**config.mk**
```make
export PLATFORM = sky130hd
export DESIGN_NAME = player_pos_ctrl_flat
export DESIGN_NICKNAME = d
export VERILOG_FILES = /design/src/rtl/player_pos_ctrl_if.sv /design/src/rtl/player_pos_ctrl.sv /design/src/flat_wrapper.sv
export SDC_FILE = /design/constraint.sdc
export NUM_CORES = 1
export LEC_CHECK = 0
export BUFFER_PORTS_ARGS = -buffer_cell sky130_fd_sc_hd__buf_4
export CAP_MARGIN = 5
export CORE_MARGIN = 3
export CORE_UTILIZATION = 50
export CTS_CLUSTER_DIAMETER = 120
export CTS_CLUSTER_SIZE = 20
export DETAILED_ROUTE_END_ITERATION = 12
export HOLD_SLACK_MARGIN = 0.08
export PLACE_DENSITY_LB_ADDON = 0.15
export SETUP_SLACK_MARGIN = 0.05
export SYNTH_ARGS = -nofsm -noshare
export SYNTH_HDL_FRONTEND = slang
export SYNTH_SLANG_ARGS = --single-unit
```
**constraint.sdc**
```tcl
create_clock -name dclk -period 3.3 [get_ports dclk]
set_clock_uncertainty 0.1 [all_clocks]
set_input_delay 0.495 -clock dclk [delete_from_list [all_inputs] [get_ports dclk]]
set_output_delay 0.495 -clock dclk [all_outputs]
set_load 0.01 [all_outputs]
```
**src/rtl/player_pos_ctrl_if.sv**
```systemverilog
// Button inputs, vsync feedback and sprite coordinate outputs shared by
// player_pos_ctrl and whatever drives it.
`timescale 1ns/1ps
interface player_pos_if;
    logic        vsync;
    logic [3:0]  btn1;
    logic [3:0]  btn2;
    logic [15:0] posx;
    logic [15:0] posy;
    logic [15:0] posx2;
    logic [15:0] posy2;
    logic        frame_tick;
    logic        fast1;
    logic        fast2;

    modport master (
        output vsync, btn1, btn2,
        input  posx, posy, posx2, posy2, frame_tick, fast1, fast2
    );

    modport slave (
        input  vsync, btn1, btn2,
        output posx, posy, posx2, posy2, frame_tick, fast1, fast2
    );
endinterface

```
**src/rtl/player_pos_ctrl.sv**
```systemverilog
// Two-player sprite position controller: once per frame (vsync falling edge)
// each player moves with hold-to-accelerate stepping, clamped to 640x480.
//
// state | meaning
// IDLE  | no button pressed on the last tick, next move uses STEP_SLOW
// SLOW  | pressed for fewer than HOLD_FRAMES ticks, moving STEP_SLOW
// FAST  | pressed for HOLD_FRAMES or more ticks, moving STEP_FAST
`timescale 1ns/1ps
module player_pos_ctrl #(
    parameter int SIZE        = 16,
    parameter int X_MAX       = 640 - SIZE,
    parameter int Y_MAX       = 480 - SIZE,
    parameter int X1_INIT     = 100,
    parameter int Y1_INIT     = 232,
    parameter int X2_INIT     = 524,
    parameter int Y2_INIT     = 232,
    parameter int STEP_SLOW   = 1,
    parameter int STEP_FAST   = 4,
    parameter int HOLD_FRAMES = 15
) (
    input  logic dclk,
    input  logic clr,
    player_pos_if.slave bus
);

    typedef enum logic [1:0] {
        ST_IDLE = 2'd0,
        ST_SLOW = 2'd1,
        ST_FAST = 2'd2
    } state_t;

    localparam int CW = (HOLD_FRAMES < 2) ? 1 : $clog2(HOLD_FRAMES + 1);
    localparam logic [15:0] STEP_S = 16'(STEP_SLOW);
    localparam logic [15:0] STEP_F = 16'(STEP_FAST);
    localparam logic [15:0] XMAX   = 16'(X_MAX);
    localparam logic [15:0] YMAX   = 16'(Y_MAX);

    // 17-bit compare so an underflow shows up as the borrow bit
    function automatic logic [15:0] dec_clamp(input logic [15:0] pos,
                                              input logic [15:0] step);
        logic [16:0] diff;
        diff = {1'b0, pos} - {1'b0, step};
        return diff[16] ? 16'd0 : diff[15:0];
    endfunction

    function automatic logic [15:0] inc_clamp(input logic [15:0] pos,
                                              input logic [15:0] step,
                                              input logic [15:0] lim);
        logic [16:0] sum;
        sum = {1'b0, pos} + {1'b0, step};
        return (sum > {1'b0, lim}) ? lim : sum[15:0];
    endfunction

    logic        vsync_q;
    logic        tick_q;
    logic [3:0]  btn_raw  [2];
    logic [15:0] pos_x    [2];
    logic [15:0] pos_y    [2];
    logic        fast     [2];

    assign btn_raw[0] = bus.btn1;
    assign btn_raw[1] = bus.btn2;

    always_ff @(posedge dclk or negedge clr) begin
        if (!clr) begin
            vsync_q <= 1'b1;
            tick_q  <= 1'b0;
        end else begin
            vsync_q <= bus.vsync;
            tick_q  <= vsync_q & ~bus.vsync;
        end
    end

    for (genvar p = 0; p < 2; p++) begin : g_player
        localparam logic [15:0] X_INIT = (p == 0) ? 16'(X1_INIT) : 16'(X2_INIT);
        localparam logic [15:0] Y_INIT = (p == 0) ? 16'(Y1_INIT) : 16'(Y2_INIT);

        logic [3:0]    meta_q;
        logic [3:0]    sync_q;
        logic [15:0]   x_q, x_d;
        logic [15:0]   y_q, y_d;
        logic [CW-1:0] cnt_q, cnt_d;
        state_t        st_q, st_d;
        logic          fast_q;
        logic          x_act, y_act, pressed;
        logic [15:0]   step;

        always_ff @(posedge dclk or negedge clr) begin
            if (!clr) begin
                meta_q <= 4'd0;
                sync_q <= 4'd0;
            end else begin
                meta_q <= btn_raw[p];
                sync_q <= meta_q;
            end
        end

        // sync_q = {up, down, left, right}; opposing buttons cancel an axis
        always_comb begin
            y_act   = sync_q[3] ^ sync_q[2];
            x_act   = sync_q[1] ^ sync_q[0];
            pressed = x_act | y_act;
            step    = (st_q == ST_FAST) ? STEP_F : STEP_S;
            x_d     = x_q;
            y_d     = y_q;
            cnt_d   = cnt_q;
            st_d    = st_q;
            if (pressed) begin
                if (x_act) x_d = sync_q[1] ? dec_clamp(x_q, step) : inc_clamp(x_q, step, XMAX);
                if (y_act) y_d = sync_q[3] ? dec_clamp(y_q, step) : inc_clamp(y_q, step, YMAX);
                case (st_q)
                    ST_IDLE: begin
                        cnt_d = CW'(1);
                        st_d  = (HOLD_FRAMES <= 1) ? ST_FAST : ST_SLOW;
                    end
                    ST_SLOW: begin
                        cnt_d = cnt_q + CW'(1);
                        if (cnt_d >= CW'(HOLD_FRAMES)) st_d = ST_FAST;
                    end
                    default: begin
                        cnt_d = cnt_q;
                        st_d  = ST_FAST;
                    end
                endcase
            end else begin
                cnt_d = '0;
                st_d  = ST_IDLE;
            end
        end

        always_ff @(posedge dclk or negedge clr) begin
            if (!clr) begin
                x_q    <= X_INIT;
                y_q    <= Y_INIT;
                cnt_q  <= '0;
                st_q   <= ST_IDLE;
                fast_q <= 1'b0;
            end else if (tick_q) begin
                x_q    <= x_d;
                y_q    <= y_d;
                cnt_q  <= cnt_d;
                st_q   <= st_d;
                fast_q <= (st_d == ST_FAST);
            end
        end

        assign pos_x[p] = x_q;
        assign pos_y[p] = y_q;
        assign fast[p]  = fast_q;
    end

    assign bus.posx       = pos_x[0];
    assign bus.posy       = pos_y[0];
    assign bus.posx2      = pos_x[1];
    assign bus.posy2      = pos_y[1];
    assign bus.fast1      = fast[0];
    assign bus.fast2      = fast[1];
    assign bus.frame_tick = tick_q;

endmodule

```
**src/flat_wrapper.sv**
```systemverilog
// flat-port wrapper written by rule: the top's interface ports become plain ports
module player_pos_ctrl_flat 
#(
    parameter int SIZE        = 16,
    parameter int X_MAX       = 640 - SIZE,
    parameter int Y_MAX       = 480 - SIZE,
    parameter int X1_INIT     = 100,
    parameter int Y1_INIT     = 232,
    parameter int X2_INIT     = 524,
    parameter int Y2_INIT     = 232,
    parameter int STEP_SLOW   = 1,
    parameter int STEP_FAST   = 4,
    parameter int HOLD_FRAMES = 15
)
  (dclk, clr, bus_vsync, bus_btn1, bus_btn2, bus_posx, bus_posy, bus_posx2, bus_posy2, bus_frame_tick, bus_fast1, bus_fast2);
  player_pos_if bus_i ();
  input  logic dclk;
  input  logic clr;
  input wire logic [$bits(bus_i.vsync)-1:0] bus_vsync;
  input wire logic [$bits(bus_i.btn1)-1:0] bus_btn1;
  input wire logic [$bits(bus_i.btn2)-1:0] bus_btn2;
  output wire logic [$bits(bus_i.posx)-1:0] bus_posx;
  output wire logic [$bits(bus_i.posy)-1:0] bus_posy;
  output wire logic [$bits(bus_i.posx2)-1:0] bus_posx2;
  output wire logic [$bits(bus_i.posy2)-1:0] bus_posy2;
  output wire logic [$bits(bus_i.frame_tick)-1:0] bus_frame_tick;
  output wire logic [$bits(bus_i.fast1)-1:0] bus_fast1;
  output wire logic [$bits(bus_i.fast2)-1:0] bus_fast2;
  assign bus_i.vsync = bus_vsync;
  assign bus_i.btn1 = bus_btn1;
  assign bus_i.btn2 = bus_btn2;
  assign bus_posx = bus_i.posx;
  assign bus_posy = bus_i.posy;
  assign bus_posx2 = bus_i.posx2;
  assign bus_posy2 = bus_i.posy2;
  assign bus_frame_tick = bus_i.frame_tick;
  assign bus_fast1 = bus_i.fast1;
  assign bus_fast2 = bus_i.fast2;
  player_pos_ctrl #(.SIZE(SIZE), .X_MAX(X_MAX), .Y_MAX(Y_MAX), .X1_INIT(X1_INIT), .Y1_INIT(Y1_INIT), .X2_INIT(X2_INIT), .Y2_INIT(Y2_INIT), .STEP_SLOW(STEP_SLOW), .STEP_FAST(STEP_FAST), .HOLD_FRAMES(HOLD_FRAMES)) u_core (.dclk(dclk), .clr(clr), .bus(bus_i));
endmodule
```
* Word level (Yosys, flattened, before mapping)
Index checks and enable logic that the tools add are counted.
** Cells by class
- Shift-type cells :: 0
- Reduce and logical (&&, ||, !) cells :: 8
- Bitwise operators :: 8
- Multipliers :: 0
- $add $sub $neg :: 10
- Div/mod/pow operators :: 0
- Multiplexer cells :: 24
- Eq/ne operators :: 8
- $lt $le $gt $ge :: 6
** Operator list (number)
- $mux 16 :: 12
- $add 16x16->17 :: 4
- $sub 16x16->17 :: 4
- $gt 17x10->1 const B :: 2
- $gt 17x9->1 const B :: 2
- $pmux 4 s2 :: 2
- $reduce_and 3->1 :: 4
- $add 4x1->4 const B :: 2
- $eq 2x2->1 const B :: 4
- $ge 4x4->1 const B :: 2
- $mux 2 :: 4
- $mux 4 :: 2
- $pmux 2 s2 :: 2
- $mux 3 :: 2
- $ne 3x3->1 const B :: 2
- $eq 2x1->1 const B :: 2
- $logic_not 2->1 :: 2
- $reduce_and 2->1 :: 2
- $xor 1x1->1 :: 4
- $or 1x1->1 :: 2
- $and 1x1->1 :: 1
- $not 1->1 :: 1
** Storage, ports and cells
- Memory bits (writable) :: 0
- Flip-flop bits (word level) :: 96
- Output and inout bits :: 67
- Word-level logic and storage cells :: 80
- Memory bits (read-only) :: 0
- Latch bits :: 0
- Bits of input ports :: 11
- Memories :: 0

* Longest topological paths before layout
- Depth in word-level cells :: 6
- Depth in mapped cells :: 12
- Mapped depth without buffers :: 10

* Worst setup path before layout
No wires, ideal clock.
- Kind :: flip-flop to flip-flop
- Start :: register u_core.g_player[0].st_q[0]
- End :: register u_core.g_player[0].y_q[1] (netlist: u_core.bus.posy[1])
- Cell stages (with the launch flop) :: 11
- Buffers on the path :: 1
- Arrival :: 2.750 ns
- Setup slack :: 0.384 ns
- Required time :: 3.135 ns
- Clock period less this slack :: 2.916 ns
- Library setup time :: 0.065 ns
- Cell sequence :: dfrtp_1 inv_1 nand2_1 ha_1 buf_2 nand3b_1 a2111oi_0 mux2i_1 nand4_1 a41oi_1 a31o_2
** On the way
- Word-level cells in the longest chain between the ends :: 6
- Elaborated cells on any way between the ends :: 8
- Classes of those cells :: add/sub (2); order compare (1); eq/ne (1); mux (4)
** RTL lines
- start, declared :: RTL line player_pos_ctrl.sv:83 : state_t st_q, st_d;
- start signal, assigned :: RTL line player_pos_ctrl.sv:142 : st_q <= st_d;
- $eq 2x2->1 * :: RTL line player_pos_ctrl.sv:103 : step = (st_q == ST_FAST) ? STEP_F : STEP_S;
- $mux 3 * :: RTL line player_pos_ctrl.sv:103
- $add 16x16->17 :: RTL line player_pos_ctrl.sv:50 : sum = {1'b0, pos} + {1'b0, step};
- $gt 17x9->1 :: RTL line player_pos_ctrl.sv:51 : return (sum > {1'b0, lim}) ? lim : sum[15:0];
- $mux 16 :: RTL line player_pos_ctrl.sv:51
- $mux 16 * :: RTL line player_pos_ctrl.sv:110 : if (y_act) y_d = sync_q[3] ? dec_clamp(y_q, step) : inc_clamp(y_q, step, YMAX);
- end signal, assigned :: RTL line player_pos_ctrl.sv:140 : y_q <= y_d;
- end, declared :: RTL line player_pos_ctrl.sv:81 : logic [15:0] y_q, y_d;
Mark *: on every way between the ends. The rest lies on a longest branch, timed or not.
A chain may end at the register's enable or synchronous reset.

* Final worst setup path
- Start :: register u_core.g_player[1].st_q[0]
- End :: register u_core.g_player[1].y_q[2] (netlist: u_core.bus.posy2[2])
** On the way
- Word-level cells in the longest chain between the ends :: 6
- Elaborated cells on any way between the ends :: 8
- Classes of those cells :: add/sub (2); order compare (1); eq/ne (1); mux (4)
** RTL lines (RTL line)
- start, declared :: player_pos_ctrl.sv:83
- start signal, assigned :: player_pos_ctrl.sv:142
- $eq 2x2->1 * :: player_pos_ctrl.sv:103
- $mux 3 * :: player_pos_ctrl.sv:103
- $add 16x16->17 :: player_pos_ctrl.sv:50
- $gt 17x9->1 :: player_pos_ctrl.sv:51
- $mux 16 :: player_pos_ctrl.sv:51
- $mux 16 * :: player_pos_ctrl.sv:110
- end signal, assigned :: player_pos_ctrl.sv:140
- end, declared :: player_pos_ctrl.sv:81
Marks and branches as above.

==> out/qor.csv <==
stage,metric,value,unit
placement,RePlAce Congestion,0.9320,
yosys,Post-synth top flop,dfrtp_1,
timing,final worst slack,248.1,ps
timing,RSZ-0062 raised after global routing,no,
clock_tree,Clock transition at path regs,70,ps
critical_path,startpoint types,flip-flop,
routing,highest routed metal layer,met4,
pwr,P_sw,2675,uW
min_path,Worst Hold Class,input port to async pin,
yosys,sequential fraction of the synthesis area,33.35,%
finish,Final nets,990,
die,Die Y,126.5,um
finish,Diodes inserted,0,
yosys,largest cells by area after synthesis,"dfrtp_1, o21ai_0, dfstp_2, ha_1, nand2_1",
clock_tree,worst-skew pair later-pin latency,360,ps
die,Initial Util,51.70,%
yosys,Adder-Cell Fraction of Synth Area,4.826,%
global_route,grt ovf,0,
critical_path,CP required,3470,ps
yosys,synthesized area per cell,8.048,sq um
finish,layout cells sized above 1,16.95,%
die,Die X,126.5,um
finish,fin area,8305,sq um
routing,"wirelength, routed",18640,um
timing,fmax,327.7,MHz
pwr,sequential share of power,34.3,%
outcome,status,finished clean,
timing,total negative slack,0,ps
yosys,post-synthesis compound-gate area fraction,26.32,%
pwr,PwrDens,739.5,nW/um^2
timing,ratio of final minimum period to clock period,92.48,%
die,IO Pins,78,
routing,metal2 WL,8365,um
yosys,XOR/XNOR share of the synthesized area,3.499,%
critical_path,worst-path fanout max,6,
routing,Pre-antenna DRT Iters,5,
critical_path,crit end category,flip-flop,
run,Max Cap Viol,0,
pwr,leakage power,0.003603,uW
placement,DP Area,7993,sq um
global_route,overall routing resource usage,23.69,%
yosys,largest family of logic cells by synthesized area,compound AO/OA/AOI/OAI gates,
yosys,Post-synth EDFFs,0,
finish,"commonest non-fill, non-tap cells in the layout","o21ai_0, buf_4, dfrtp_1",
pwr,Pint,3467,uW
die,core area,14040,sq um
yosys,Cell variety after synth,82,
critical_path,R2R cell count,10,
clock_tree,clk sink count,96,
yosys,"area leader, netlist",dfrtp_1,
routing,antenna-violating nets left,0,
pwr,Comb pwr share,47.6,%
global_route,pin count of the biggest net entering global routing,52,
yosys,Synth Instances,902,
clock_tree,CTS buffer count,9,
routing,WL met1,9024,um
placement,IO buf count,77,
yosys,synthesized flop and latch total,96,
finish,fill cell count,1341,
clock_tree,post_cts resized,0,
yosys,yosys synthesis warning count,0,
routing,met3 WL,953,um
global_route,initial antenna violation count,0,
routing,via count,6975,
yosys,simple-gate share of the synthesized area,24.20,%
routing,Starting DRT DRC Count,782,
timing,final hold vios,0,
clock_tree,H-tree levels,3,
die,Std-Cell Rows,43,
critical_path,Setup CP Type,flip-flop to flip-flop,
routing,Residual DRC,0,
clock_tree,Max clock buf depth,2,
timing,Final min period,3052,ps
timing,Worst-Margin Slew,703.2,ps
routing,wire length per cell,16.41,um
clock_tree,setup bufs post-CTS,0,
timing,Max Slew Vio Count,0,
yosys,syn_nets,941,
die,die area,16000,sq um
clock_tree,CTS Hold Bufs,0,
routing,vias per cell,6.140,
pwr,clock network power share,18.0,%
finish,"most common cell after layout, fill and taps aside",o21ai_0,
yosys,post-synth top area share,27.92,%
yosys,post-synthesis mux area share,1.827,%
critical_path,arrival time at the worst endpoint,3220,ps
timing,final setup fails,0,
yosys,Post-synth ARST share,100.0,%
finish,P&R area growth vs syn,14.41,%
placement,Setup WS pre-CTS,201.1,ps
global_route,first-pass GRT wire length,31830,um
pwr,Worst VDD drop,426.4,uV
yosys,Synth Cell Area,7259,sq um
clock_tree,Root Driver,clkbuf_16,
timing,Worst slew margin,53.12,%
global_route,number of global-route vias before repair,6465,
placement,Post-DP HPWL,13550,um
clock_tree,CTS tree,done,
pwr,Sw Share,43.56,%
power groups by stage:
stage,logic [uW],clock network [uW],registers [uW]
CTS,2900,1120,2090
global placement,2870,0,2110
floorplan,2120,0,1880
global route,3260,1170,2190
finish,2930,1110,2110
detailed placement,2890,0,2110
synthesized netlist by cell type, types with 5 or more instances:
cell and instances:
dfrtp_1 81, and3_1 12, a21o_1 7, and2_1 9
mux2i_1 11, nor2b_1 10, nand4_1 10, o211ai_1 10
nor2_1 61, nand2_1 77, xor2_1 21, and4_1 6
buf_2 10, or4_1 9, o2111ai_1 6, or2_2 10
a22oi_1 6, a22o_1 5, ha_1 28, a211o_1 6
xnor2_1 8, a21oi_1 45, inv_1 43, nor3_1 33
or3_1 9, nand3b_1 6, dfstp_2 15, o41ai_1 8
nand3_1 30, o31ai_1 17, a211oi_1 6, clkbuf_1 52
o22ai_1 8, nor4_1 11, nand2b_1 19, o21ai_0 108
o21a_1 5
cell families (layout without fill, tap and decap cells):
group                    count (synthesis)  count (layout)
XOR/XNOR                                29              29
multiplexers                            13              13
AO/OA/AOI/OAI                          293             293
flip-flops                              96              96
adder cells (fa/ha/maj)                 28              28
AND/OR/NAND/NOR                        334             334
buffers and inverters                  109             163
worst max-delay path, cell delays in order (launching register included):
cell and delay, ps:
dfrtp_1 400, inv_1 100, nand2_1 130, ha_2 240, ha_1 230, nor2b_1 200, or2_2 340, a311oi_1 290
o32ai_1 140, or4_4 560, o31ai_1 240
routing by layer:
layer	vias up	track usage (%)
met5	-	0
met4	0	7.192
met3	23	4.042
met2	212	36.24
met1	3317	34.49
li1	3423	-
path summary, 6_finish.rpt:
path | start | to | slack, ps
hold / removal | clr | u_core.bus.posx[12] | 60
setup / recovery | u_core.g_player[1].st_q[0] | u_core.bus.posy2[2] | 250
min in group dclk | bus_btn1[2] | u_core.g_player[0].meta_q[2] | 140
max in group asynchronous | clr | u_core.bus.posx2[3] | 2230
hold reg to reg | u_core.g_player[1].meta_q[3] | u_core.g_player[1].sync_q[3] | 250
setup reg to reg | u_core.g_player[1].st_q[0] | u_core.bus.posy2[2] | 250
registers in the layout, indices dropped and copies added (netlist names), 4 cells and up:
name and count:
u_core.bus.posx 16, u_core.bus.posx2 16, u_core.bus.posy 16, u_core.bus.posy2 16
u_core.g_player.cnt_q 8, u_core.g_player.meta_q 8, u_core.g_player.st_q 4, u_core.g_player.sync_q 8
layout make-up:
class                           count  area, sq um  share of cell area (%)
Clock buffer                       11        242.7                   2.923
Clock inverter                      5        63.81                  0.7683
Multi-Input combinational cell    697         4410                   53.10
Timing Repair Buffer              104        780.7                   9.400
Tap cell                          180        225.2                   2.712
Inverter                           43        161.4                   1.943
Sequential cell                    96         2421                   29.15
metrics by stage:
step                      instances  power [uW]  util, %  hold slack, ps
after floorplan                 902        4003        -           99.41
after global placement         1120        4983    56.92           231.4
after detailed placement       1120        4998    56.92           234.7
after CTS                      1136        6118    59.10           86.81
after global routing           1136        6626    59.15           113.3
final                          1136        6142    59.15           57.05
No activity file was read; power rests on OpenSTA's default activity.
